`src/rtl/seg_dynamic_scan.sv`:
```
// seg_dynamic_scan: binary-to-BCD conversion, blanking, sign and dp, and
// time-multiplexed sel/seg drive for a 6-digit 7-segment display.
module seg_dynamic_scan #(
   parameter int CNT_MAX = 49_999
) (
   input  logic        sys_clk,
   input  logic        sys_rst_n,
   input  logic [19:0] data,
   input  logic [5:0]  point,
   input  logic        sign,
   input  logic        seg_en,
   output logic [5:0]  sel,
   output logic [7:0]  seg
);

   localparam int CW = (CNT_MAX < 1) ? 1 : $clog2(CNT_MAX + 1);

   typedef enum logic [1:0] {IDLE, SHIFT, LOAD} state_t;

   state_t        state;
   logic [19:0]   bin_sr;
   logic [19:0]   data_sat;
   logic [23:0]   acc;
   logic [23:0]   acc_adj;
   logic [23:0]   bcd_q;
   logic [4:0]    bit_cnt;
   logic [CW-1:0] cnt;
   logic [2:0]    dig_idx;
   logic [2:0]    dig_nxt;
   logic [2:0]    top;
   logic [3:0]    nib;
   logic [7:0]    seg_nxt;
   logic          slot_end;

   function automatic logic [6:0] enc7(input logic [3:0] d);
      case (d)
         4'd0:    enc7 = 7'h40;
         4'd1:    enc7 = 7'h79;
         4'd2:    enc7 = 7'h24;
         4'd3:    enc7 = 7'h30;
         4'd4:    enc7 = 7'h19;
         4'd5:    enc7 = 7'h12;
         4'd6:    enc7 = 7'h02;
         4'd7:    enc7 = 7'h78;
         4'd8:    enc7 = 7'h00;
         4'd9:    enc7 = 7'h10;
         default: enc7 = 7'h7F;
      endcase
   endfunction

   assign data_sat = (data > 20'd999_999) ? 20'd999_999 : data;

   genvar n;
   generate
      for (n = 0; n < 6; n++) begin : g_adj
         assign acc_adj[4*n +: 4] = (acc[4*n +: 4] >= 4'd5) ? acc[4*n +: 4] + 4'd3 : acc[4*n +: 4];
      end
   endgenerate

   // Accumulator only reaches bcd_q in LOAD, so the display never sees a partial result.
   always_ff @(posedge sys_clk or negedge sys_rst_n) begin
      if (!sys_rst_n) begin
         state   <= IDLE;
         bin_sr  <= '0;
         acc     <= '0;
         bit_cnt <= '0;
         bcd_q   <= '0;
      end else begin
         case (state)
            IDLE: begin
               bin_sr  <= data_sat;
               acc     <= '0;
               bit_cnt <= '0;
               state   <= SHIFT;
            end
            SHIFT: begin
               {acc, bin_sr} <= {acc_adj[22:0], bin_sr, 1'b0};
               bit_cnt       <= bit_cnt + 5'd1;
               state         <= (bit_cnt == 5'd19) ? LOAD : SHIFT;
            end
            LOAD: begin
               bcd_q <= acc;
               state <= IDLE;
            end
            default: state <= IDLE;
         endcase
      end
   end

   always_comb begin
      top = 3'd0;
      for (int i = 1; i < 6; i++)
         if (bcd_q[4*i +: 4] != 4'd0 || point[i]) top = 3'(i);
   end

   assign slot_end = (cnt == CW'(CNT_MAX));
   assign dig_nxt  = (dig_idx == 3'd5) ? 3'd0 : dig_idx + 3'd1;
   assign nib      = bcd_q[{dig_nxt, 2'b00} +: 4];
   assign seg_nxt  = (dig_nxt <= top) ? {~point[dig_nxt], enc7(nib)} :
                     (sign && top < 3'd5 && dig_nxt == top + 3'd1) ? 8'hBF : 8'hFF;

   always_ff @(posedge sys_clk or negedge sys_rst_n) begin
      if (!sys_rst_n) begin
         cnt     <= '0;
         dig_idx <= '0;
         sel     <= 6'h00;
         seg     <= 8'hFF;
      end else begin
         cnt <= slot_end ? '0 : cnt + CW'(1);
         if (slot_end) begin
            dig_idx <= dig_nxt;
            sel     <= seg_en ? 6'b000001 << dig_nxt : 6'h00;
            seg     <= seg_en ? seg_nxt : 8'hFF;
         end
      end
   end

endmodule
```
`config.mk`:
```
export PLATFORM = sky130hd
export DESIGN_NAME = seg_dynamic_scan
export DESIGN_NICKNAME = d
export VERILOG_FILES = /design/src/rtl/seg_dynamic_scan.sv
export SDC_FILE = /design/constraint.sdc
export NUM_CORES = 1
export LEC_CHECK = 0
export ABC_CLOCK_PERIOD_IN_PS = 2900
export CORE_AREA = 2 2 108 110
export CTS_CLUSTER_SIZE = 10
export DETAILED_ROUTE_END_ITERATION = 8
export DIE_AREA = 0 0 110 112
export GPL_ROUTABILITY_DRIVEN = 0
export PLACE_DENSITY = 0.75
export SYNTH_ARGS = -nofsm -noshare
export SYNTH_HDL_FRONTEND = slang
export SYNTH_SLANG_ARGS = --single-unit
```
`constraint.sdc`:
```
create_clock -name sys_clk -period 2.9 [get_ports sys_clk]
set_input_delay 0.58 -clock sys_clk [delete_from_list [all_inputs] [get_ports sys_clk]]
set_output_delay 0.58 -clock sys_clk [all_outputs]
set_load 0.1 [all_outputs]
```
==> reports/metrics.cfg <==
[run_status]
status=complete, no violations

[floorplanning]
core_area_um2=11200
die_h_um=112
die_area_um2=12300
ios=44
initial_utilization_pct=52.1
chipWidth_um=110
rows=39

[timing]
fin_crit_sh_pct=97.4
max_freq_mhz=354
setup_violations=0
worst_pin_slew_ns=0.719
max-slew-margin-rel_pct=51.7
whs_ns=0.126
hold_violations=0
finClkSkew_ns=0.0111
rsz0062_at_grt=true
min_period_ns=2.82
final_max_slew_viol_count=0

[global_route]
grt_start_max_net_pins=53
overflow=0
groute.usage.overall_pct=22.1
grt_pass1_vias=4625
antenna_found_initial=0
grt_pass1_wl_um=21600

[clocking]
clockBufferDepth=2
h-tree-depth=3
cts.sinks=108
cts-root-buf=clkbuf_16
clk_latency_ns=0.36
numCtsBuffers=9
clk_pin_slew_ns=0.08
tritoncts=done

[drt]
drtAntennaViolNets=0
wl_met3_um=597
highest_layer=met4
first_pass_iters=5
viasPerCell=5.66
routedWlPerCell_um=15.7
wl_met1_um=5560
drt_iter0_markers=352
totalWireLength_um=12600
routed-via-count=4558
drcViolationCount=0
wl_met2_um=6120

[placement]
placement.cell_area_um2=6420
dp_cells=787
dp_hpwl_um=8850
port_buffers=43

[yosys]
yosysMostFrequentCell=dfrtp_1
synth-edff-count=0
synthTopCellsByArea=dfrtp_1 (43%), nand2_1 (5.8%), o21ai_0 (5.7%)
yosys_warnings=0
synth_top_area_cell=dfrtp_1
seq_area_frac_synth_pct=46.6
synth_cell_types=70
syn-num-nets=662
synth_cells=609
syn_avg_cell_area_um2=9.56
async_flop_share_pct=100
syn_area_um2=5820
synth_top_area_share_pct=43.0
ys_ff_latch=108
dominantRegCellSynth=dfrtp_1
netlist_top_cells_count=dfrtp_1 (100), nand2_1 (90), o21ai_0 (66)

[flow_run]
maxCapViolCount=0

[power]
peakVddDrop_v=0.000483
power.density_nw_per_um2=530
report.power.total_mw=3.62
power.leakage_nw=3.01

[cells_and_area]
area_growth_pct=17.3
final_cells=806
fin_area_um2=6830
diodes=0
nets=711
drive_gt1_share_pct=15.4

[setup_path]
required_ns=3.17
cp.arrival_ns=3.09
cp-start-kind=flop
path_class=flop to flop
worstPathMaxFanout=3
cp-end-kind=flop

[min_path]
hold_path_class=primary input to async pin

[worst max-delay path: stages, from the launching register on]
cell and delay [ns]:
dfrtp_1 0.40, or4_1 0.59, o31ai_1 0.26, nand2_1 0.12, ha_1 0.32, buf_4 0.12, o21ai_0 0.07, or4b_1 0.52
o32ai_2 0.27, a211oi_1 0.08
[sequential cells by signal, indices dropped and copies added, names as in the netlist]
name and count:
acc 24, bcd_q 24, bin_sr 20, cnt 16, seg 8, sel 6
bit_cnt 5, dig_idx 3, state 2
[logic make-up after synthesis]
group,Yosys count,share of synthesized area [%]
AND/OR/NAND/NOR,224,19.5
AO/OA/AOI/OAI,152,16.3
flip-flops,108,46.6
buffers and inverters,53,4.02
XOR/XNOR,26,4.17
multiplexers,23,4.45
adder cells (fa/ha/maj),23,4.94
[path summary, 6_finish.rpt]
path                                       start                     end  slack [ns]  cells past startpoint
min reg2reg                     cnt[0]$_DFF_PN0_        cnt[0]$_DFF_PN0_        0.46                      1
max reg2reg                bcd_q[12]$_DFFE_PN0N_      seg[6]$_DFFE_PN1N_        0.08                      9
max                        bcd_q[12]$_DFFE_PN0N_      seg[6]$_DFFE_PN1N_        0.08                      9
min in group sys_clk            cnt[0]$_DFF_PN0_        cnt[0]$_DFF_PN0_        0.46                      1
min                                    sys_rst_n  dig_idx[0]$_DFFE_PN0N_        0.13                      1
max in group asynchronous              sys_rst_n      acc[4]$_DFFE_PN0P_        2.03                      2
[stage by stage]
stage	util, %	TNS, ns	setup slack, ns
after floorplan	-	0	0.110
after global placement	57.5	-2.79	-0.456
after detailed placement	57.5	-3.64	-0.519
after CTS	60.6	-0.0281	-0.0194
after global routing	61.1	-0.0960	-0.0458
final	61.1	0	0.0754
[what timing repair did]
action                                  in CTS  in global routing
pin swaps                                    0                  7
hold endpoints to repair                     0                  0
hold buffers                                 0                  0
setup buffers                                0                  3
resized for setup                            5                  7
endpoints found under the setup margin       7                  8
[routing by layer]
metal	track usage [%]	up-vias
li1	-	2226
met1	27.8	2192
met2	35.8	109
met3	6.03	31
met4	8.52	0
met5	0	-
[power breakdown]
| group | total, mW | leakage [nW] | switching (mW) | internal [mW] |
|---|---|---|---|---|
| clock | 1.29 | 0.155 | 0.584 | 0.704 |
| sequential | 1.72 | 1.36 | 0.0979 | 1.62 |
| combinational | 0.613 | 1.50 | 0.319 | 0.294 |
| total | 3.62 | 3.01 | 1.00 | 2.62 |
[final cells by class]
type,instances,area (µm²)
Fill cell,927,4350
Clock inverter,6,68.8
Sequential cell,108,2710
Clock buffer,10,239
Tap cell,143,179
Multi-Input combinational cell,448,2950
Inverter,24,90.1
Timing Repair Buffer,67,591
[placed cells by master, fill, tap and decap left out, drive strengths merged, types with 11 or more instances in the layout]
master,n
nand2b,11
ha,23
nor2,51
inv,26
xor2,13
o21ai,70
nand2,90
nand3,11
mux2,13
dfrtp,100
xnor2,12
buf,39
clkdlybuf4s50,26
a21oi,28
(Power assumes the default switching activity.)
